<file path="config.mk">
export PLATFORM = sky130hd
export DESIGN_NAME = march_controller
export DESIGN_NICKNAME = d
export VERILOG_FILES = /design/src/rtl/mbist_pkg.sv /design/src/rtl/march_addr_gen.sv /design/src/rtl/march_controller.sv
export SDC_FILE = /design/constraint.sdc
export NUM_CORES = 1
export LEC_CHECK = 0
export CAP_MARGIN = 25
export CORE_MARGIN = 2
export CORE_UTILIZATION = 48
export DETAILED_ROUTE_END_ITERATION = 8
export PLACE_DENSITY_LB_ADDON = 0.08
export SLEW_MARGIN = 20
export SYNTH_ARGS = -nofsm -noshare
export SYNTH_HDL_FRONTEND = slang
export SYNTH_SLANG_ARGS = --single-unit
</file>
<file path="constraint.sdc">
create_clock -name clk -period 2 [get_ports clk]
set_input_delay 0.6 -clock clk [delete_from_list [all_inputs] [get_ports clk]]
set_output_delay 0.6 -clock clk [all_outputs]
set_load 0.03 [all_outputs]
</file>
<file path="src/rtl/mbist_pkg.sv">
// Shared MBIST types: March C- state encoding and element table.
// Each element is described by direction, ops and data polarity.
package mbist_pkg;

  typedef enum logic [2:0] {
    ST_IDLE,
    ST_M0,
    ST_M1,
    ST_M2,
    ST_M3,
    ST_M4,
    ST_M5,
    ST_DRAIN
  } march_state_t;

  // up: ascending order; rd/wr: ops per address; *inv: use ~bg
  typedef struct packed {
    logic up;
    logic rd;
    logic wr;
    logic rinv;
    logic winv;
  } elem_t;

  localparam elem_t EL_M0 = 5'b10100;
  localparam elem_t EL_M1 = 5'b11101;
  localparam elem_t EL_M2 = 5'b11110;
  localparam elem_t EL_M3 = 5'b01101;
  localparam elem_t EL_M4 = 5'b01110;
  localparam elem_t EL_M5 = 5'b11000;
  localparam elem_t EL_NONE = 5'b10000;

  function automatic elem_t elem_of(march_state_t s);
    elem_t r;
    r = EL_NONE;
    unique case (s)
      ST_M0: r = EL_M0;
      ST_M1: r = EL_M1;
      ST_M2: r = EL_M2;
      ST_M3: r = EL_M3;
      ST_M4: r = EL_M4;
      ST_M5: r = EL_M5;
      ST_IDLE, ST_DRAIN: r = EL_NONE;
    endcase
    return r;
  endfunction

endpackage

</file>
<file path="src/rtl/march_addr_gen.sv">
// Loadable up/down address counter for the March sequencer.
// last_o flags the final address in the current direction.
module march_addr_gen #(
  parameter int size = 6
) (
  input  logic            clk,
  input  logic            rst,
  input  logic            load_i,
  input  logic [size-1:0] load_val_i,
  input  logic            step_i,
  input  logic            up_i,
  output logic [size-1:0] addr_o,
  output logic            last_o
);

  logic [size-1:0] addr_q;
  logic [size-1:0] addr_d;

  // Load wins over step; otherwise hold.
  always_comb begin
    addr_d = addr_q;
    if (load_i) begin
      addr_d = load_val_i;
    end else if (step_i) begin
      addr_d = up_i ? addr_q + size'(1)
                    : addr_q - size'(1);
    end
  end

  // Counter register with synchronous active-low reset.
  always_ff @(posedge clk) begin
    if (!rst) addr_q <= '0;
    else      addr_q <= addr_d;
  end

  assign addr_o = addr_q;
  assign last_o = up_i ? (&addr_q) : ~(|addr_q);

endmodule

</file>
<file path="src/rtl/march_controller.sv">
// March C- sequencer: drives RAM ops and checks read data.
// Outputs are registered from the next-op decode below.
module march_controller
  import mbist_pkg::*;
#(
  parameter int size   = 6,
  parameter int length = 8,
  parameter int cnt_w  = 8
) (
  input  logic              clk,
  input  logic              rst,
  input  logic              start,
  input  logic              abort,
  input  logic [length-1:0] bg,
  input  logic [length-1:0] ramout,
  output logic              NbarT,
  output logic [size-1:0]   mem_addr,
  output logic [length-1:0] mem_wdata,
  output logic              mem_we,
  output logic              busy,
  output logic              done,
  output logic              fail,
  output logic [size-1:0]   fail_addr,
  output logic [cnt_w-1:0]  fail_cnt
);

  march_state_t      state_q, state_d, nxt;
  elem_t             cur, nel;
  logic              phase_q, phase_d;
  logic              we_q, we_d;
  logic [length-1:0] wdata_q, wdata_d;
  logic              rd_q, rd_d;
  logic [length-1:0] rexp_q, rexp_d;
  logic              busy_q, busy_d;
  logic              nbart_q;
  logic [length-1:0] bg_q;
  logic              cmp_q;
  logic [length-1:0] exp_q;
  logic [size-1:0]   exp_addr_q;
  logic              done_q, fail_q;
  logic [size-1:0]   fail_addr_q;
  logic [cnt_w-1:0]  fail_cnt_q;
  logic              ag_load, ag_step, last;
  logic [size-1:0]   ag_val;
  logic              kill, go;

  function automatic logic [length-1:0] pat(
    logic inv, logic [length-1:0] b);
    return inv ? ~b : b;
  endfunction

  march_addr_gen #(.size(size)) u_ag (
    .clk       (clk),
    .rst       (rst),
    .load_i    (ag_load),
    .load_val_i(ag_val),
    .step_i    (ag_step),
    .up_i      (cur.up),
    .addr_o    (mem_addr),
    .last_o    (last)
  );

  assign cur  = elem_of(state_q);
  assign nxt  = march_state_t'(state_q + 3'd1);
  assign nel  = elem_of(nxt);
  assign kill = abort && (state_q != ST_IDLE);
  assign go   = (state_q == ST_IDLE) && start && !abort;

  // Decode the op to present next cycle.
  always_comb begin
    state_d = state_q;
    phase_d = 1'b0;
    we_d    = 1'b0;
    wdata_d = '0;
    rd_d    = 1'b0;
    rexp_d  = '0;
    busy_d  = busy_q;
    ag_load = 1'b0;
    ag_val  = '0;
    ag_step = 1'b0;
    unique case (state_q)
      ST_IDLE: begin
        if (go) begin
          state_d = ST_M0;
          ag_load = 1'b1;
          we_d    = 1'b1;
          wdata_d = bg;
          busy_d  = 1'b1;
        end
      end
      ST_DRAIN: begin
        state_d = ST_IDLE;
        busy_d  = 1'b0;
      end
      default: begin
        busy_d = 1'b1;
        if (cur.rd && cur.wr && !phase_q) begin
          phase_d = 1'b1;
          we_d    = 1'b1;
          wdata_d = pat(cur.winv, bg_q);
        end else if (!last) begin
          ag_step = 1'b1;
          if (cur.rd) begin
            rd_d   = 1'b1;
            rexp_d = pat(cur.rinv, bg_q);
          end else begin
            we_d    = 1'b1;
            wdata_d = pat(cur.winv, bg_q);
          end
        end else if (state_q == ST_M5) begin
          state_d = ST_DRAIN;
          ag_load = 1'b1;
        end else begin
          state_d = nxt;
          ag_load = 1'b1;
          ag_val  = nel.up ? '0 : '1;
          rd_d    = 1'b1;
          rexp_d  = pat(nel.rinv, bg_q);
        end
      end
    endcase
    if (kill) begin
      state_d = ST_IDLE;
      phase_d = 1'b0;
      we_d    = 1'b0;
      wdata_d = '0;
      rd_d    = 1'b0;
      busy_d  = 1'b0;
      ag_load = 1'b1;
      ag_val  = '0;
      ag_step = 1'b0;
    end
  end

  // FSM, registered outputs and compare pipeline.
  always_ff @(posedge clk) begin
    if (!rst) begin
      state_q     <= ST_IDLE;
      phase_q     <= 1'b0;
      we_q        <= 1'b0;
      wdata_q     <= '0;
      rd_q        <= 1'b0;
      rexp_q      <= '0;
      busy_q      <= 1'b0;
      nbart_q     <= 1'b0;
      bg_q        <= '0;
      cmp_q       <= 1'b0;
      exp_q       <= '0;
      exp_addr_q  <= '0;
      done_q      <= 1'b0;
      fail_q      <= 1'b0;
      fail_addr_q <= '0;
      fail_cnt_q  <= '0;
    end else begin
      state_q    <= state_d;
      phase_q    <= phase_d;
      we_q       <= we_d;
      wdata_q    <= wdata_d;
      rd_q       <= rd_d;
      rexp_q     <= rexp_d;
      busy_q     <= busy_d;
      nbart_q    <= busy_d;
      cmp_q      <= rd_q && !kill;
      exp_q      <= rexp_q;
      exp_addr_q <= mem_addr;
      if (go) begin
        bg_q        <= bg;
        done_q      <= 1'b0;
        fail_q      <= 1'b0;
        fail_addr_q <= '0;
        fail_cnt_q  <= '0;
      end
      if (state_q == ST_DRAIN && !kill) done_q <= 1'b1;
      if (cmp_q && !kill && ramout != exp_q) begin
        fail_q <= 1'b1;
        if (!fail_q) fail_addr_q <= exp_addr_q;
        if (fail_cnt_q != '1)
          fail_cnt_q <= fail_cnt_q + cnt_w'(1);
      end
    end
  end

  // Write strobe is blocked during the reset cycle.
  assign mem_we    = we_q && rst;
  assign mem_wdata = wdata_q;
  assign NbarT     = nbart_q;
  assign busy      = busy_q;
  assign done      = done_q;
  assign fail      = fail_q;
  assign fail_addr = fail_addr_q;
  assign fail_cnt  = fail_cnt_q;

endmodule

</file>
* Word level (Yosys, flattened, before mapping)
Memory sizes are Yosys's and may differ from the RTL's. A register that Yosys moved wholly into a read port is not among the register bits.
Cells that the tools add are included.
** Storage, ports and cells
- Bits of input ports :: 20
- Flip-flop bits (word level) :: 68
- Memories :: 2
- Logic and storage cells :: 114
- Memory bits (read-only) :: 80
- Output and inout bits :: 33
** Memories
- (name not given) :: words 8, width 5, read ports 1, clocked after memory_dff 0, write ports 0, line mbist_pkg.sv:36 : unique case (s)
- (name not given) :: words 8, width 5, read ports 1, clocked after memory_dff 1, write ports 0, line mbist_pkg.sv:36
** Cells by class
- Add/subtract/negate cells :: 4
- Bitwise gates (word level) :: 3
- Reductions and logical operators :: 27
- Equality and inequality tests :: 6
- Mux-type cells :: 56
** Operators with widths (count)
- 2-to-1 mux 8 bit :: 13
- 2-to-1 mux 6 bit :: 12
- 2-to-1 mux 1 bit :: 20
- 2-to-1 mux 3 bit :: 6
- case mux 8 bit (2 select lines) :: 1
- logical AND 1 bit :: 10
- adder 8 x 1 -> 8 bit, second input constant :: 1
- inequality test 8 bit :: 1
- inequality test 8 bit, second input constant :: 1
- NOT 8 bit :: 1
- OR reduction 4 bit :: 2
- adder 6 x 1 -> 6 bit, second input constant :: 1
- equality test 3 bit, second input constant :: 2
- case mux 1 bit (2 select lines) :: 3
- case mux 3 bit (2 select lines) :: 1
- AND reduction 6 bit :: 1
- nonzero test 2 bit :: 3
- nonzero test 3 bit :: 2
- OR reduction 6 bit :: 1
- subtractor 6 x 1 -> 6 bit, second input constant :: 1
- OR reduction 5 bit :: 1
- OR reduction 2 bit :: 2
- adder 3 x 1 -> 3 bit, second input constant :: 1
- logical NOT 1 bit :: 3
- other kinds (5) :: 6

* Logic depth before layout (Yosys ltp)
Gate-level depths: netlist of run 1.
- Depth after elaboration :: 9
- Depth in mapped cells :: 9
- Mapped depth without buffers :: 9

* Modules after synthesis
A second synthesis of run 1 with hierarchy kept.
** Second synthesis, totals
- Cells, all modules :: 368
- Area, all modules :: 3266.9 um^2
** Modules (own cells, without submodules)
- march_controller :: times used 1, area each 2802.7 um^2, cells an instance 312, sequential area each 1341.3 um^2
- march_addr_gen :: times used 1, area each 464.2 um^2, cells an instance 56, sequential area each 120.1 um^2

* Worst setup path after synthesis of run 1
No wires, ideal clock.
- Kind :: input-to-output
- From :: in rst
- To :: out mem_we
- Path buffers :: 2
- Stages :: 3
- Slack :: 0.026 ns
- Arrival time :: 1.374 ns
- Required time :: 1.400 ns
- Cell sequence :: clkbuf_1 > clkbuf_1 > and2_1
** Between the ends
- Word-level cells in the longest chain between the ends :: 1
** Ends and longest elaborated chain
- from (decl) :: line march_controller.sv:11 : input logic rst,
- logical AND 1 bit :: line march_controller.sv:184 : assign mem_we = we_q && rst;
- to (decl) :: line march_controller.sv:19 : output logic mem_we,
Every way passes these cells.

* Worst setup path in the final report of run 1
Ends and elaborated chain as after synthesis.

==> results of run 1 <==
==> state kept, by name, summed over array words and instances, names as in the netlist, 3 cells and up <==
register / cells
exp_addr_q: 6
rexp_q: 8
fail_addr: 6
fail_cnt: 8
bg_q: 8
u_ag.addr_o: 6
cur: 5
state_q: 3
exp_q: 8
mem_wdata: 8
==> per-layer routing <==
| layer | up-vias | track usage | part of all wire |
|---|---|---|---|
| li1 | 1422 | - | - |
| met1 | 1281 | 0.249 | 0.48 |
| met2 | 58 | 0.321 | 0.46 |
| met3 | 15 | 0.0597 | 0.036 |
| met4 | 0 | 0.0783 | 0.023 |
| met5 | - | 0 | 0 |
==> critical path: stages <==
cell and delay, ns:
clkdlybuf4s50_1 0.48, and2_1 0.17, buf_6 0.14
==> power groups by stage <==
stage | registers [mW] | clock network, mW | logic (mW)
floorplan | 1.64 | 0 | 0.226
global placement | 1.60 | 0 | 0.481
detailed placement | 1.60 | 0 | 0.484
CTS | 1.57 | 1.30 | 0.472
global route | 1.58 | 1.37 | 0.544
finish | 1.57 | 1.27 | 0.502
==> cells by family after synthesis <==
logic type	Yosys count	share of synthesized area
AOI/OAI and AO/OA	87	0.195
and+or+nand+nor	141	0.222
muxes	2	0.00603
adders and majority gates	10	0.0400
buffers and inverters	25	0.0305
xor gates and xnor gates	25	0.0660
DFF	73	0.440
==> cell type report <==
cell class / instances / area share
Multi-Input combinational cell: 265 / 0.405
Sequential cell: 73 / 0.330
Timing Repair Buffer: 91 / 0.188
Clock buffer: 10 / 0.0308
Tap cell: 80 / 0.0224
Clock inverter: 5 / 0.0177
Inverter: 8 / 0.00673
==> cells in the mapped netlist (2+ instances only) <==
master	count
clkbuf_1	12
o211ai_1	9
o21ai_0	9
xnor2_1	12
xor2_1	13
a21boi_0	17
nor2_2	2
nand2_1	48
nor2_1	28
nor2b_1	4
and3_1	6
or2_2	3
nand3b_1	5
a21oi_1	19
nand3_1	3
ha_1	9
nand4_1	5
dfxtp_1	73
and2_1	17
nor3_1	5
buf_2	2
a211oi_1	11
and3b_1	2
o31ai_1	2
a21boi_1	3
mux2i_1	2
inv_1	7
==> layout by cell type, fill, tap and decap left out, types with 6 or more instances in the layout <==
| cell | n |
|---|---|
| a211oi_1 | 11 |
| a21boi_0 | 17 |
| a21oi_1 | 16 |
| and2_1 | 17 |
| and3_1 | 6 |
| buf_4 | 36 |
| clkbuf_8 | 10 |
| clkdlybuf4s50_1 | 31 |
| dfxtp_1 | 66 |
| dfxtp_2 | 7 |
| dlygate4sd2_1 | 15 |
| ha_1 | 7 |
| inv_1 | 7 |
| nand2_1 | 47 |
| nor2_1 | 26 |
| o211ai_1 | 9 |
| o21ai_0 | 9 |
| xnor2_1 | 12 |
| xor2_1 | 13 |
==> timing repair <==
action | CTS | global route
pin swaps | 1 | 7
endpoints found under the setup margin | 28 | 28
endpoints found under the hold margin | 0 | 0
buffers inserted | 0 | 5
gates resized for setup | 17 | 26
==> metrics by stage <==
stage / worst slack (ns) / hold slack, ns / power [mW]
2_1_floorplan: 0.0256 / 0.412 / 1.87
3_3_place_gp: -0.478 / 0.415 / 2.08
3_5_place_dp: -0.510 / 0.420 / 2.08
4_1_cts: 0.00149 / 0.437 / 3.34
5_1_grt: -0.0398 / 0.450 / 3.49
6_report: 0.0131 / 0.436 / 3.34
==> how the worst min path moves through the flow <==
stage                           to      start  slack [ns]  depth (start not counted)
final                     exp_q[4]  rexp_q[4]        0.44                          1
after global routing      exp_q[7]  rexp_q[7]        0.45                          1
after CTS                 exp_q[4]  rexp_q[4]        0.44                          1
after detailed placement  exp_q[4]  rexp_q[4]        0.42                          1
after global placement    exp_q[2]  rexp_q[2]        0.41                          1
after floorplan           exp_q[0]  rexp_q[0]        0.41                          1
==> reports/results.tsv, run 1 <==
metric	value	unit
area of the multi-input gates	1810	um^2
Starting DRT DRC Count	100	
Max Buffers Root-to-Sink	2	
Synth area leader	dfxtp_1	
CTS tree	done	
Worst EP required	1.40	ns
top-level I/O count	53	
setup TNS	0	ns
synthesis-to-layout area growth	34.5	%
worst r2r src	state_q[0]	
final slew viol count	0	
CP startpoint	rst	
clock share of power	0.381	
Post-Syn Instances	363	
Max-Cap Viols	0	
NetSw	868	uW
sequential fraction of the synthesis area	0.440	
Mean Syn Cell Area	9.14	um^2
final instance area	4460	um^2
Post-synth EDFFs	0	
Worst R2R Path Depth	7	
Fillers	550	
Final Instance Count excl. Fillers	532	
dpl hpwl	5.15	mm
Setup crit end	mem_we	
layout cells sized above 1	0.212	
H-tree Lvls	3	
Combinational Power Share	0.150	
Setup violations, final	0	
status	finished, final reports clean	
Global Route Usage Sum	0.199	
detailed-route vias per instance	5.22	
Cells after DPL	512	
Final Wtd Congestion	0.877	
Post-synth ARST share	0	
max frequency	0.503	GHz
crit path launch type	primary input	
cell area after synthesis	3320	um^2
r2r setup slk	0.05	ns
Initial Util	0.491	
number of port buffers	52	
HP Class	flip-flop to flip-flop	
switch share	0.259	
Core Area	6760	um^2
diode count	0	
Final Hold Fails	0	
RSZ-0062 raised after global routing	true	
register share of total power	0.469	
cts bufs inserted	9	
Residual DRC	0	
relative slew slack	0.639	
die area	7590	um^2
FP Rows	30	
Crit path arrival time	1.39	ns
clk sinks	73	
first-pass detailed-route iteration total	4	
fin util	0.660	
crit share post-route	0.993	
Synth top area share	0.440	
Leak Pwr	1.92	nW
Clock Skew	0.00410	ns
wire per inst	13.6	um
nets@finish	478	
number of register bits inferred by synthesis	73	
CTS Hold Bufs	0	
Area after DPL	4130	um^2
Max rail drop VDD	0.461	mV
largest net degree at the start of global routing	18	
Reg area	1470	um^2
vias in the first global route	2605	
initial antenna violation count	0	
Crit. End Element	output port	
R2R Path End	cur[4]	
post-synthesis net count	393	
top post-synthesis cells by area	dfxtp_1 44%, nand2_1 5.4%, a21boi_0 3.8%	
worst-path maximum fanout	2	
Die X	87.1	um
post-route ant nets	0	
Clk Latency, worst-skew pair	0.35	ns
Least-Margin Pin Slew	0.539	ns
DIE HEIGHT	87.1	um
P per Cell Area	750	nW/um^2
via count	2776	
crit path kind	primary input to output port	
Pint	2.48	mW
Ys Warns	0	
Cell variety after synth	62	
GR Overflow Total	0	
Min Clock Period, post-route	1.99	ns
Routed WL	7.24	mm
leading register cell type out of synthesis	dfxtp_1	
first-pass GRT wire length	11.9	mm
root buf cell	clkbuf_8	
Worst-path clk slew	0.07	ns
Note: power is estimated with default switching activity, not from simulation.
==> inputs of run 2 (changes only) <==
- ABC_AREA: default -> 0
==> results of run 2 <==
Final layout, timing and power as in run 1 (identical DEF).
